## config.mk

```make
export PLATFORM = sky130hd
export DESIGN_NAME = cordic_hyp_scheduler
export DESIGN_NICKNAME = d
export VERILOG_FILES = /design/src/rtl/cordic_pkg.sv /design/src/rtl/cordic_sqrt_prep.sv /design/src/rtl/cordic_hyp_scheduler.sv
export SDC_FILE = /design/constraint.sdc
export NUM_CORES = 1
export LEC_CHECK = 0
export CAP_MARGIN = 10
export CORE_UTILIZATION = 34
export DETAILED_ROUTE_END_ITERATION = 6
export GPL_ROUTABILITY_DRIVEN = 0
export GPL_TIMING_DRIVEN = 0
export PLACE_DENSITY = 0.86
export SYNTH_ARGS = -nofsm -noshare
export SYNTH_HDL_FRONTEND = slang
export SYNTH_HIERARCHICAL = 1
export SYNTH_SLANG_ARGS = --single-unit
```

## constraint.sdc

```tcl
create_clock -name clk -period 4.1 [get_ports clk]
set_input_delay 1.025 -clock clk [delete_from_list [all_inputs] [get_ports clk]]
set_output_delay 1.025 -clock clk [all_outputs]
set_load 0.01 [all_outputs]
```

## src/rtl/cordic_pkg.sv

```systemverilog
// Shared types and constants for the hyperbolic CORDIC scheduler.
// Optional sqrt operand preparation is controlled by CORDIC_SQRT_PREP_EN.
package cordic_pkg;

  // Default operand/result width (signed Q1.15)
  localparam int DEF_W      = 16;

  // 1.205 * 2^15: hyperbolic gain compensation applied to sqrt operands
  localparam int KH         = 39485;

  // 0.25 in Q1.15: offset used to form (a + 1/4) and (a - 1/4)
  localparam int QUARTER    = 'h2000;

  // Arithmetic right shift applied to the offset sums before scaling
  localparam int PREP_SHIFT = 2;

  typedef enum logic [2:0] {
    S_IDLE,
    S_PREP,
    S_LAUNCH,
    S_WAIT,
    S_RESP
  } state_t;

endpackage

```

## src/rtl/cordic_sqrt_prep.sv

```systemverilog
// Combinational sqrt operand builder: from a, produce
//   x = ((a + 1/4) >>> 2) * KH   and   y = ((a - 1/4) >>> 2) * KH
// keeping product bits [2W-2:W-1] (truncated). Only instantiated when
// CORDIC_SQRT_PREP_EN is defined.
module cordic_sqrt_prep
  import cordic_pkg::*;
#(
  parameter int W = DEF_W
)(
  input  logic [W-1:0] a,
  output logic [W-1:0] x,
  output logic [W-1:0] y
);

  // Two guard bits keep a +/- 1/4 from overflowing
  localparam int EW = W + 2;
  localparam int PW = EW + 18;

  localparam logic signed [EW-1:0] Q_EXT = EW'(QUARTER);
  localparam logic signed [PW-1:0] K_EXT = PW'(KH);

  logic signed [EW-1:0] a_ext, s_val, d_val, s_sh, d_sh;
  logic signed [PW-1:0] s_prod, d_prod;
  logic                 unused_bits;

  // Offset, shift and scale both terms; the low PW bits of the product are
  // exact in two's complement, so the selected slice is the truncated result
  always_comb begin
    a_ext  = $signed({{2{a[W-1]}}, a});
    s_val  = a_ext + Q_EXT;
    d_val  = a_ext - Q_EXT;
    s_sh   = s_val >>> PREP_SHIFT;
    d_sh   = d_val >>> PREP_SHIFT;
    s_prod = $signed({{(PW-EW){s_sh[EW-1]}}, s_sh}) * K_EXT;
    d_prod = $signed({{(PW-EW){d_sh[EW-1]}}, d_sh}) * K_EXT;
    x      = s_prod[2*W-2:W-1];
    y      = d_prod[2*W-2:W-1];
  end

  assign unused_bits = ^{s_prod[PW-1:2*W-1], s_prod[W-2:0],
                         d_prod[PW-1:2*W-1], d_prod[W-2:0]};

endmodule

```

## src/rtl/cordic_hyp_scheduler.sv

```systemverilog
// Two-port round-robin sequencer for a single hyperbolic CORDIC core.
// Accepts one job at a time, drives the core until done (or timeout) and
// returns the captured result tagged with the requester ID.
// Optional feature macro: CORDIC_SQRT_PREP_EN (sqrt operand PREP state).
module cordic_hyp_scheduler
  import cordic_pkg::*;
#(
  parameter int W       = DEF_W,
  parameter int TIMEOUT = 64
)(
  input  logic           clk,
  input  logic           rst,
  input  logic [1:0]     req_valid,
  output logic [1:0]     req_ready,
  input  logic [1:0]     req_op,
  input  logic [2*W-1:0] req_x,
  input  logic [2*W-1:0] req_y,
  input  logic [2*W-1:0] req_angle,
  output logic           rsp_valid,
  input  logic           rsp_ready,
  output logic           rsp_id,
  output logic           rsp_err,
  output logic [W-1:0]   rsp_x,
  output logic [W-1:0]   rsp_y,
  output logic [W-1:0]   rsp_theta,
  output logic           cordic_en,
  output logic [W-1:0]   cordic_x,
  output logic [W-1:0]   cordic_y,
  output logic [W-1:0]   cordic_angle,
  input  logic           cordic_done,
  input  logic [W-1:0]   cordic_x0,
  input  logic [W-1:0]   cordic_y0,
  input  logic [W-1:0]   cordic_theta
);

  localparam int            CW       = (TIMEOUT > 2) ? $clog2(TIMEOUT) : 1;
  localparam logic [CW-1:0] CNT_LAST = CW'(TIMEOUT - 1);

  state_t         state, state_nxt;
  logic           ptr;            // requester currently holding priority
  logic [1:0]     gnt;
  logic           gnt_id, gnt_any, prep_go;
  logic [CW-1:0]  cnt;
  logic           cnt_last;
  logic [W-1:0]   op_x, op_y, op_ang;
  logic [W-1:0]   sel_x, sel_y, sel_ang;

  // Round-robin grant: only in IDLE, and only once the core has cleared done
  always_comb begin
    gnt = '0;
    if (state == S_IDLE && !cordic_done && !rst) begin
      if (req_valid[ptr])       gnt[ptr]  = 1'b1;
      else if (req_valid[!ptr]) gnt[!ptr] = 1'b1;
    end
  end

  assign gnt_id    = gnt[1];
  assign gnt_any   = |gnt;
  assign req_ready = gnt;
  assign sel_x     = gnt_id ? req_x[2*W-1:W]     : req_x[W-1:0];
  assign sel_y     = gnt_id ? req_y[2*W-1:W]     : req_y[W-1:0];
  assign sel_ang   = gnt_id ? req_angle[2*W-1:W] : req_angle[W-1:0];
  assign cnt_last  = (cnt == CNT_LAST);

`ifdef CORDIC_SQRT_PREP_EN
  logic [W-1:0] prep_x, prep_y;

  // PREP reads the latched operand a, held in op_x since the grant
  cordic_sqrt_prep #(.W(W)) u_prep (
    .a (op_x),
    .x (prep_x),
    .y (prep_y)
  );

  assign prep_go = req_op[gnt_id];
`else
  logic unused_op;

  // Without the prep logic every job is raw and the op field is ignored
  assign prep_go   = 1'b0;
  assign unused_op = ^req_op;
`endif

  // State register; reset drops cordic_en immediately via the state
  always_ff @(posedge clk or posedge rst) begin
    if (rst) state <= S_IDLE;
    else     state <= state_nxt;
  end

  // Next-state logic
  always_comb begin
    state_nxt = state;
    case (state)
      S_IDLE:   if (gnt_any) state_nxt = prep_go ? S_PREP : S_LAUNCH;
      S_PREP:   state_nxt = S_LAUNCH;
      S_LAUNCH: state_nxt = S_WAIT;
      S_WAIT:   if (cordic_done || cnt_last) state_nxt = S_RESP;
      S_RESP:   if (rsp_ready) state_nxt = S_IDLE;
      default:  state_nxt = S_IDLE;
    endcase
  end

  // Output decode from state
  always_comb begin
    cordic_en = (state == S_LAUNCH) || (state == S_WAIT);
    rsp_valid = (state == S_RESP);
  end

  assign cordic_x     = op_x;
  assign cordic_y     = op_y;
  assign cordic_angle = op_ang;

  // Datapath: operand latch, pointer update, timeout counter, result capture
  always_ff @(posedge clk or posedge rst) begin
    if (rst) begin
      ptr       <= 1'b0;
      rsp_id    <= 1'b0;
      rsp_err   <= 1'b0;
      rsp_x     <= '0;
      rsp_y     <= '0;
      rsp_theta <= '0;
      op_x      <= '0;
      op_y      <= '0;
      op_ang    <= '0;
      cnt       <= '0;
    end else begin
      case (state)
        S_IDLE: begin
          if (gnt_any) begin
            ptr    <= ~gnt_id;   // just-served requester drops to low priority
            rsp_id <= gnt_id;
            op_x   <= sel_x;
            op_y   <= sel_y;
            op_ang <= sel_ang;
          end
        end
`ifdef CORDIC_SQRT_PREP_EN
        S_PREP: begin
          op_x   <= prep_x;
          op_y   <= prep_y;
          op_ang <= '0;
        end
`endif
        S_LAUNCH: cnt <= '0;
        S_WAIT: begin
          if (cordic_done) begin
            rsp_x     <= cordic_x0;
            rsp_y     <= cordic_y0;
            rsp_theta <= cordic_theta;
            rsp_err   <= 1'b0;
          end else if (cnt_last) begin
            rsp_x     <= '0;
            rsp_y     <= '0;
            rsp_theta <= '0;
            rsp_err   <= 1'b1;
          end else begin
            cnt <= cnt + 1'b1;
          end
        end
        default: ;
      endcase
    end
  end

endmodule

```

==> reports/results.tsv <==
metric	value	unit
outcome	finished, final reports clean	
final_layout_size_suffix_gt1_frac	0.0763	
grt_max_degree	68	
cts_resized	1	
design_power_total	4.81	mW
globalRoute.busiestLayer	met2	
vias	3926	
endpoint_kind	primary output	
combPwrFrac	0.444	
slew_viol_final	0	
grt.overflow.total	0	
yosysUniqueCellTypes	32	
tightest_slew	0.835	ns
start_util	0.349	
clockBufferDepth	2	
grt_pass1_wl	20200	um
rows	41	
p_leak	3.20	nW
io_pins	254	
reg2regPathDepth	6	
min_from	rsp_y[3]	
root_buffer	clkbuf_16	
max_freq	250	MHz
period_share	0.974	
htreeDepth	3	
min_to	rsp_y[3]	
core	0.0126	mm2
final_area	0.00745	mm2
power.internal	3.35	mW
hold_violations	0	
routed_via_density	5.07	
drt_iter0_drc	166	
synth_area	0.00440	mm2
insertion_delay	0.34	ns
n_fill_cell	1028	
dp_slack	0.00843	ns
synth_top_area_share	0.614	
worstSetupPathType	in2out	
setup_viol	0	
yosys_most_used_dff	dfrtp_1	
area_growth	69.2	%
worstPathArrival	2.97	ns
fin_ws	0.108	ns
die_w	116	um
synth_area_leader_cell	dfrtp_1	
use_met2	0.345	
synth_nets	490	
powerDensity	645	mW/mm2
min_path_type	reg2reg	
drc	0	
firstDrtPassIters	4	
n_antenna_cell	0	
io_buffers	251	
slew-limit-headroom	0.443	
whs_path_depth	1	
grtUsageTotal	0.197	
die_y	116	um
fin_skew	0.0118	ns
critPathMaxFanout	10	
synthTopCellsByCount	108 x dfrtp_1, 48 x a221o_1, 48 x a22o_1, 48 x and2_1, 16 x buf_2	
switchingPower	1.46	mW
wl_per_cell	17.2	um
totalNegativeSetupSlack	0	ns
cts_hold_buffers	0	
path_clk_slew	0.06	ns
detail-route-antenna-nets	0	
vdd_ir_drop_max	0.268	mV
yosys-top-cells-area	dfrtp_1 61%, a221o_1 11%, a22o_1 9.6%	
postSynthCellCount	337	
ff2ff_setup_slack	2.23	ns
cts_setup_buffers	0	
synth-seq-area-share	0.614	
cts_tree	done	
min_period	3.99	ns
hpwl	10300	um
cts_buffers	9	
routed_wl	13300	um
synth-async-reset-ratio	1.00	
drv_cap	0	
ff_latch_area	0.00270	mm2
pwr-share-clk	0.176	
avgSynthCellArea	13.1	um2
dieArea	0.0134	mm2
rsz0062_at_grt	false	
dpl-instance-area	0.00715	mm2
clock-sinks	108	
synth-seq-cells	108	
antenna_found_initial	0	
switching_share	0.303	
grt.met3_usage	0.0523	
synth_warnings	6	
pwr-share-seq	0.380	
regToRegStartpoint	cnt[0]	
multi_input_area	0.00148	mm2
grt_pass1_vias	4043	
synth.most_common_cell	dfrtp_1	
cp-start-kind	input pin	
nNetsFinal	753	
cp.required	3.07	ns
synth_edf_count	0	
use_met1	0.229	
final_util	0.590	
regToRegEndpoint	rsp_theta[5]	
## placed cells by master (no fill, tap or decap), types with 5 or more instances in the layout
cell             netlist  layout
clkdlybuf4s50_1        0     251
dfrtp_1              108     108
a22o_1                48      48
and2_1                48      48
a221o_1               48      48
buf_2                 16      16
nand2_1               11      11
clkbuf_16              0       9
inv_1                  9       8
buf_6                  7       7
o21ai_0                5       5
## registers in the layout (all words and copies together), names as in the netlist
register / cells
cordic_y: 16
cordic_x: 16
rsp_y: 16
cordic_angle: 16
cnt: 6
rsp_id: 1
state: 3
ptr: 1
rsp_theta: 16
rsp_err: 1
rsp_x: 16
## metal layers
layer	routed length, um	up-vias
li1	-	1797
met1	5440	1937
met2	6600	169
met3	994	23
met4	261	0
met5	0	-
## worst max-delay path by stage
stage                     slack, ns         from            to
after floorplan                0.23          rst        cnt[0]
after global placement        -1.27          rst   cordic_y[6]
after detailed placement      0.008  cordic_done  req_ready[1]
after CTS                      0.02  cordic_done  req_ready[0]
after global routing           0.02  cordic_done  req_ready[0]
final                          0.11  cordic_done  req_ready[0]
## logic make-up after synthesis
kind of cell	count (synthesis)	synth area share
xor+xnor	2	0.00398
simple gates	76	0.0995
fa+ha+maj	1	0.00284
buf+inv	38	0.0506
flops	108	0.614
compound gates	112	0.229
## per-stage QoR
stage | hold slack, ns | cells
6_report | 0.505 | 775
5_1_grt | 0.520 | 775
4_1_cts | 0.496 | 775
3_5_place_dp | 0.486 | 761
3_3_place_gp | 0.466 | 760
2_1_floorplan | 0.446 | 337
## critical path: stages
cell and delay [ns]:
clkdlybuf4s50_1 0.49, nor3_2 0.28, and2_4 0.18, and3_4 0.17, buf_6 0.13, buf_6 0.14
clkdlybuf4s50_1 0.55
## area by class of cell
cell class                 count  share of cell area
sequential                   108               0.363
timing repair buffer         252               0.340
multi-input combinational    191               0.199
clock buffer                  10              0.0321
tap                          172              0.0289
buffer                        29              0.0254
clock inverter                 4             0.00689
inverter                       9             0.00487
## power by group through the flow
stage / logic [mW] / clock network (mW) / registers [mW]
after global placement: 2.08 / 0 / 1.81
after detailed placement: 2.14 / 0 / 1.83
final: 2.13 / 0.848 / 1.83
after floorplan: 0.695 / 0 / 2.01
after CTS: 2.15 / 0.871 / 1.82
after global routing: 2.29 / 0.912 / 1.88
(Power assumes the default switching activity.)
